### src/rtl/mem_xfer_sequencer_pkg.sv
// Shared types for the memory A -> B transfer sequencer:
// state encoding, strobe bundle and step-counter width.
package xfer_pkg;

    typedef enum logic [2:0] {
        IDLE   = 3'd0,
        FILL   = 3'd1,
        REWIND = 3'd2,
        COPY   = 3'd3,
        DONE   = 3'd4
    } state_e;

    typedef struct packed {
        logic wea;
        logic inca;
        logic clra;
        logic web;
        logic incb;
        logic clrb;
        logic src_ready;
        logic busy;
        logic done;
    } strobes_t;

    function automatic int cnt_w(int words, int rd_lat);
        return $clog2(words + rd_lat + 1);
    endfunction

endpackage

### src/rtl/mem_xfer_sequencer_if.sv
// Host/source handshake and memory strobe bundle
// between the sequencer and its surroundings.
interface mem_xfer_sequencer_if;

    logic Start;
    logic Abort;
    logic SrcValid;
    logic WEA;
    logic IncA;
    logic ClrA;
    logic WEB;
    logic IncB;
    logic ClrB;
    logic SrcReady;
    logic Busy;
    logic Done;

    modport master (
        output Start, Abort, SrcValid,
        input  WEA, IncA, ClrA, WEB, IncB, ClrB,
        input  SrcReady, Busy, Done
    );

    modport slave (
        input  Start, Abort, SrcValid,
        output WEA, IncA, ClrA, WEB, IncB, ClrB,
        output SrcReady, Busy, Done
    );

endinterface

### src/rtl/mem_xfer_sequencer_step_counter.sv
// Step counter for the sequencer: up-counter with
// async active-low reset, sync clear and enable.
module xfer_step_counter #(
    parameter int W = 4
) (
    input  logic         clk,
    input  logic         rst_n,
    input  logic         clr,
    input  logic         en,
    output logic [W-1:0] cnt
);

    logic [W-1:0] cnt_q;
    logic [W-1:0] cnt_d;

    always_comb begin
        cnt_d = cnt_q;
        if (clr) begin
            cnt_d = '0;
        end else if (en) begin
            cnt_d = cnt_q + W'(1);
        end
    end

    always_ff @(posedge clk or negedge rst_n) begin
        if (!rst_n) begin
            cnt_q <= '0;
        end else begin
            cnt_q <= cnt_d;
        end
    end

    assign cnt = cnt_q;

endmodule

### src/rtl/mem_xfer_sequencer.sv
// Fill A from a source, rewind A, then pipelined copy A -> B.
// Strobes are decoded combinationally from state and step count.
module mem_xfer_sequencer
    import xfer_pkg::*;
#(
    parameter int WORDS  = 8,
    parameter int RD_LAT = 1
) (
    input  logic                  Clk,
    input  logic                  Reset,
    mem_xfer_sequencer_if.slave   bus
);

    localparam int CNT_W = cnt_w(WORDS, RD_LAT);
    localparam logic [CNT_W-1:0] FILL_LAST = CNT_W'(WORDS - 1);
    localparam logic [CNT_W-1:0] COPY_LAST = CNT_W'(WORDS + RD_LAT - 1);
    localparam logic [CNT_W-1:0] WORDS_C   = CNT_W'(WORDS);

    state_e           state_q;
    state_e           state_d;
    logic [CNT_W-1:0] step;
    logic             step_clr;
    logic             step_en;
    logic             rd_win;
    strobes_t         st;

    always_ff @(posedge Clk or negedge Reset) begin
        if (!Reset) begin
            state_q <= IDLE;
        end else begin
            state_q <= state_d;
        end
    end

    xfer_step_counter #(.W(CNT_W)) u_step (
        .clk   (Clk),
        .rst_n (Reset),
        .clr   (step_clr),
        .en    (step_en),
        .cnt   (step)
    );

    // B write window opens once the first read has come out of A
    if (RD_LAT == 0) begin : g_no_lat
        assign rd_win = 1'b1;
    end else begin : g_lat
        localparam logic [CNT_W-1:0] LAT_C = CNT_W'(RD_LAT);
        assign rd_win = (step >= LAT_C);
    end

    always_comb begin
        st       = '0;
        state_d  = state_q;
        step_clr = 1'b0;
        step_en  = 1'b0;
        case (state_q)
            IDLE: begin
                step_clr = 1'b1;
                if (bus.Start) begin
                    st.clra = 1'b1;
                    st.clrb = 1'b1;
                    state_d = FILL;
                end
            end
            FILL: begin
                st.src_ready = 1'b1;
                if (bus.SrcValid) begin
                    st.wea  = 1'b1;
                    st.inca = 1'b1;
                    if (step == FILL_LAST) begin
                        state_d  = REWIND;
                        step_clr = 1'b1;
                    end else begin
                        step_en = 1'b1;
                    end
                end
            end
            REWIND: begin
                st.clra  = 1'b1;
                state_d  = COPY;
                step_clr = 1'b1;
            end
            COPY: begin
                st.inca = (step < WORDS_C);
                st.web  = rd_win;
                st.incb = rd_win;
                if (step == COPY_LAST) begin
                    state_d  = DONE;
                    step_clr = 1'b1;
                end else begin
                    step_en = 1'b1;
                end
            end
            DONE: begin
                st.done  = 1'b1;
                state_d  = IDLE;
                step_clr = 1'b1;
            end
            default: begin
                state_d  = IDLE;
                step_clr = 1'b1;
            end
        endcase
        // abort overrides the transition but not this cycle's strobes
        if (state_q != IDLE && bus.Abort) begin
            state_d  = IDLE;
            step_clr = 1'b1;
        end
        st.busy = (state_q != IDLE);
        if (!Reset) begin
            st = '0;
        end
    end

    assign bus.WEA      = st.wea;
    assign bus.IncA     = st.inca;
    assign bus.ClrA     = st.clra;
    assign bus.WEB      = st.web;
    assign bus.IncB     = st.incb;
    assign bus.ClrB     = st.clrb;
    assign bus.SrcReady = st.src_ready;
    assign bus.Busy     = st.busy;
    assign bus.Done     = st.done;

endmodule

### src/flat_wrapper.sv
// flat-port wrapper written by rule: the top's interface ports become plain ports
module mem_xfer_sequencer_flat import xfer_pkg::*;
#(
    parameter int WORDS  = 8,
    parameter int RD_LAT = 1
)
  (Clk, Reset, bus_Start, bus_Abort, bus_SrcValid, bus_WEA, bus_IncA, bus_ClrA, bus_WEB, bus_IncB, bus_ClrB, bus_SrcReady, bus_Busy, bus_Done);
  mem_xfer_sequencer_if bus_i ();
  input  logic Clk;
  input  logic Reset;
  input wire logic [$bits(bus_i.Start)-1:0] bus_Start;
  input wire logic [$bits(bus_i.Abort)-1:0] bus_Abort;
  input wire logic [$bits(bus_i.SrcValid)-1:0] bus_SrcValid;
  output wire logic [$bits(bus_i.WEA)-1:0] bus_WEA;
  output wire logic [$bits(bus_i.IncA)-1:0] bus_IncA;
  output wire logic [$bits(bus_i.ClrA)-1:0] bus_ClrA;
  output wire logic [$bits(bus_i.WEB)-1:0] bus_WEB;
  output wire logic [$bits(bus_i.IncB)-1:0] bus_IncB;
  output wire logic [$bits(bus_i.ClrB)-1:0] bus_ClrB;
  output wire logic [$bits(bus_i.SrcReady)-1:0] bus_SrcReady;
  output wire logic [$bits(bus_i.Busy)-1:0] bus_Busy;
  output wire logic [$bits(bus_i.Done)-1:0] bus_Done;
  assign bus_i.Start = bus_Start;
  assign bus_i.Abort = bus_Abort;
  assign bus_i.SrcValid = bus_SrcValid;
  assign bus_WEA = bus_i.WEA;
  assign bus_IncA = bus_i.IncA;
  assign bus_ClrA = bus_i.ClrA;
  assign bus_WEB = bus_i.WEB;
  assign bus_IncB = bus_i.IncB;
  assign bus_ClrB = bus_i.ClrB;
  assign bus_SrcReady = bus_i.SrcReady;
  assign bus_Busy = bus_i.Busy;
  assign bus_Done = bus_i.Done;
  mem_xfer_sequencer #(.WORDS(WORDS), .RD_LAT(RD_LAT)) u_core (.Clk(Clk), .Reset(Reset), .bus(bus_i));
endmodule
### config.mk
export PLATFORM = sky130hd
export DESIGN_NAME = mem_xfer_sequencer_flat
export DESIGN_NICKNAME = d
export VERILOG_FILES = /design/src/rtl/mem_xfer_sequencer_pkg.sv /design/src/rtl/mem_xfer_sequencer_if.sv /design/src/rtl/mem_xfer_sequencer_step_counter.sv /design/src/rtl/mem_xfer_sequencer.sv /design/src/flat_wrapper.sv
export SDC_FILE = /design/constraint.sdc
export NUM_CORES = 1
export LEC_CHECK = 0
export BUFFER_PORTS_ARGS = -buffer_cell sky130_fd_sc_hd__buf_2
export CORE_UTILIZATION = 40
export DETAILED_ROUTE_END_ITERATION = 7
export PLACE_DENSITY = 0.7
export SYNTH_ARGS = -nofsm -noshare
export SYNTH_HDL_FRONTEND = slang
export SYNTH_SLANG_ARGS = --single-unit
### constraint.sdc
create_clock -name Clk -period 2.7 [get_ports Clk]
set_input_delay 0.54 -clock Clk [delete_from_list [all_inputs] [get_ports Clk]]
set_output_delay 0.54 -clock Clk [all_outputs]
set_load 0.005 [all_outputs]
==> impl_metrics.csv <==
group,metric,value,unit
floorplanning,start_util,0.429,
floorplanning,core.rowCount,13,
worst_setup_path,worstPathRequired,2.16,ns
clocking,htreeDepth,1,
global_route,gr-total-overflow,0,
sta,slew_violations,0,
sta,timing.max_slew.rel_slack,0.788,
floorplanning,core_area,1280,um^2
clocking,post_cts_sizing,0,
worst_setup_path,worstSetupStartpointType,"flop",
routing,vias_per_cell,5.48,
clocking,clock_tree_from_tritoncts,"built",
sta,final_min_period_over_clock_period,0.773,
clocking,numCtsBuffers,3,
power,p_leak,0.000292,uW
synthesis,synth_top_area_share,0.317,
synthesis,distinct_cell_type_count_of_the_synthesized_netlist,29,
clocking,worst_skew_pair.late_latency,0.26,ns
finish,synthToLayoutAreaGrowth,15.9,%
sta,timing.final.crit_period,2.09,ns
clocking,clk_transition_reported_paths,0.06,ns
clocking,post_cts_buffers,0,
finish,fraction_of_final_layout_cells_sized_beyond_drive_strength_1,0.293,
place,io_buffers,13,
global_route,grt_first_pass_wirelength,1760,um
global_route,first_global_vias,392,
finish,final_net_count,84,
sta,setup_tns,0,ns
synthesis,syn_area,552,um^2
synthesis,syn_area_per_cell,9.05,um^2
synthesis,synth_edf_count,0,
synthesis,ys.flop_type,"dfrtp_1",
synthesis,postSynthNetCount,69,
synthesis,cell_type_with_the_highest_aggregate_area_in_the_netlist,"dfrtp_1",
floorplanning,floorplan.die.width,39.1,um
power,total_power,375,uW
floorplanning,ioPinCount,14,
routing,dr.pass1.iters,3,
global_route,grt_usage,0.177,
finish,finalNonFillerCells,90,
synthesis,netlist_top_cells_count,"7 x dfrtp_1, 6 x nor2_1, 4 x inv_1, 4 x nand2b_1",
worst_hold_path,min-delay-path-class,"in2async",
power,total_power_density_per_cell_area,587,nW/um^2
sta,timing.final.hold_violations,0,
finish,insertedDiodeCount,0,
synthesis,post_synth_main_area_contributors,"dfrtp_1 32%, ha_1 6.8%, nand2b_1 4.5%, buf_4 4.1%, nand3b_1 4.1%",
sta,setup_viol_count_final,0,
clocking,cts-root-buf,"clkbuf_4",
global_route,grt_max_degree,14,
worst_setup_path,criticalPathCategory,"reg2out",
synthesis,synth.ff_latch_count,7,
place,placed_cells_incl_taps,86,
sta,worstMarginPinSlew,0.314,ns
power,vdd_drop_max,0.295,mV
routing,antenna_violating_nets_post_route,0,
sta,fmaxAchievable,0.479,GHz
worst_setup_path,r2r_cells,6,
worst_setup_path,worst-path-max-fanout,4,
routing,detailroute.via_count,493,
synthesis,yosysWarningCount,0,
sta,whs,0.141,ns
clocking,ctsLongestPathBuffers,2,
place,dp_hpwl,869,um
outcome,run_status,"finished, final reports clean",
routing,detail_route.wirelength,1170,um
floorplanning,die_footprint,1530,um^2
place,routabilityCongestion,0.751,
sta,setup_repair_after_global_routing_missed_its_margin,"false",
synthesis,synthesis.instances,61,
routing,drc_violations_left,0,
worst_setup_path,critical_path.endpoint_type,"primary output",
global_route,antenna_found_initial,0,
routing,detail_route.wl_per_cell,13.0,um
synthesis,async_sr_flop_fraction,1.00,
worst_setup_path,timing.critical_path.arrival,1.55,ns
sta,final.setup_skew,0.00202,ns
routing,drt_first_iter_violations,7,
clocking,post_cts_hold_buffer_count,0,
flow_run,max_cap_viol_count,0,
synthesis,yosys.cell_count.top_type,"dfrtp_1",
floorplanning,fp.dieH,39.1,um
clocking,cts_sinks,7,
synthesis,ys_seq_area_frac,0.317,
## metal layers
layer  vias up  global-route usage  wire length, um
met2         7               0.292              563
met5         -                   0                0
li1        242                   -                -
met1       240               0.220              550
met4         0              0.0776               23
met3         4              0.0347               36
## path summary, 6_finish.rpt
| kind | start | to | slack [ns] |
|---|---|---|---|
| max | u_core.u_step.cnt[0]$_DFFE_PN0P_ | bus_WEB | 0.61 |
| min | Reset | u_core.u_step.cnt[2]$_DFFE_PN0P_ | 0.14 |
| max reg2reg | u_core.u_step.cnt[0]$_DFFE_PN0P_ | u_core.state_q[0]$_DFFE_PN0P_ | 1.01 |
| min reg2reg | u_core.u_step.cnt[1]$_DFFE_PN0P_ | u_core.u_step.cnt[1]$_DFFE_PN0P_ | 0.60 |
| max in group asynchronous | Reset | u_core.state_q[1]$_DFFE_PN0P_ | 2.36 |
| min in group Clk | bus_Abort | u_core.state_q[1]$_DFFE_PN0P_ | 0.49 |
## cell type report
type                       instances  area (um^2)
inverter                           4         15.0
tap                               15         18.8
fill                             121          646
clock buffer                       4         26.3
timing repair buffer              13         65.1
sequential                         7          175
multi-input combinational         47          339
## sequential cells by signal, indices dropped and copies added (netlist names)
signal and cells:
u_core.u_step.cnt 4, u_core.state_q 3
## cell usage in the layout (no fill, tap or decap)
cell type	n
a221oi_1	1
a22oi_4	1
clkbuf_4	3
o21ai_0	3
nor3b_1	1
nand2_1	2
nand2b_1	4
o31a_1	1
or3_1	2
ha_1	3
xnor2_1	1
nor2_1	6
nor3_1	3
o41ai_1	1
nand4b_1	1
clkbuf_1	1
nand3b_1	3
or2_2	1
dfrtp_1	7
mux2i_1	1
inv_1	4
nand3_1	1
and2_1	2
nor4b_1	1
buf_2	13
and4bb_2	1
or2_4	1
and3b_2	1
a22oi_2	1
o21a_1	1
a21oi_1	3
## where the power goes
part	switching [uW]	internal (uW)
registers	25.1	116
logic	63.8	70.9
clock network	43.2	56.7
total	132	243
## critical path, stage by stage (launching register included)
cell and delay, ns:
dfrtp_1 0.41, inv_1 0.11, ha_1 0.18, inv_1 0.04, o41ai_1 0.33, nor2_1 0.09, buf_2 0.13
## through the flow
step            util  instance area (um^2)  worst slack [ns]
2_1_floorplan      -                   552             0.973
3_3_place_gp   0.477                   613             0.841
3_5_place_dp   0.477                   613             0.788
4_1_cts        0.498                   639             0.609
5_1_grt        0.498                   639             0.454
6_report       0.498                   639             0.613
## logic make-up (layout without fill, tap and decap cells)
family,count (synthesis),in the layout,synth area share
compound gates,12,12,0.177
xor+xnor,1,1,0.0159
fa+ha+maj,3,3,0.0680
buf+inv,7,21,0.0680
flops,7,7,0.317
mux,1,1,0.0181
simple gates,30,30,0.336
Note: power is estimated with default switching activity, not from simulation.
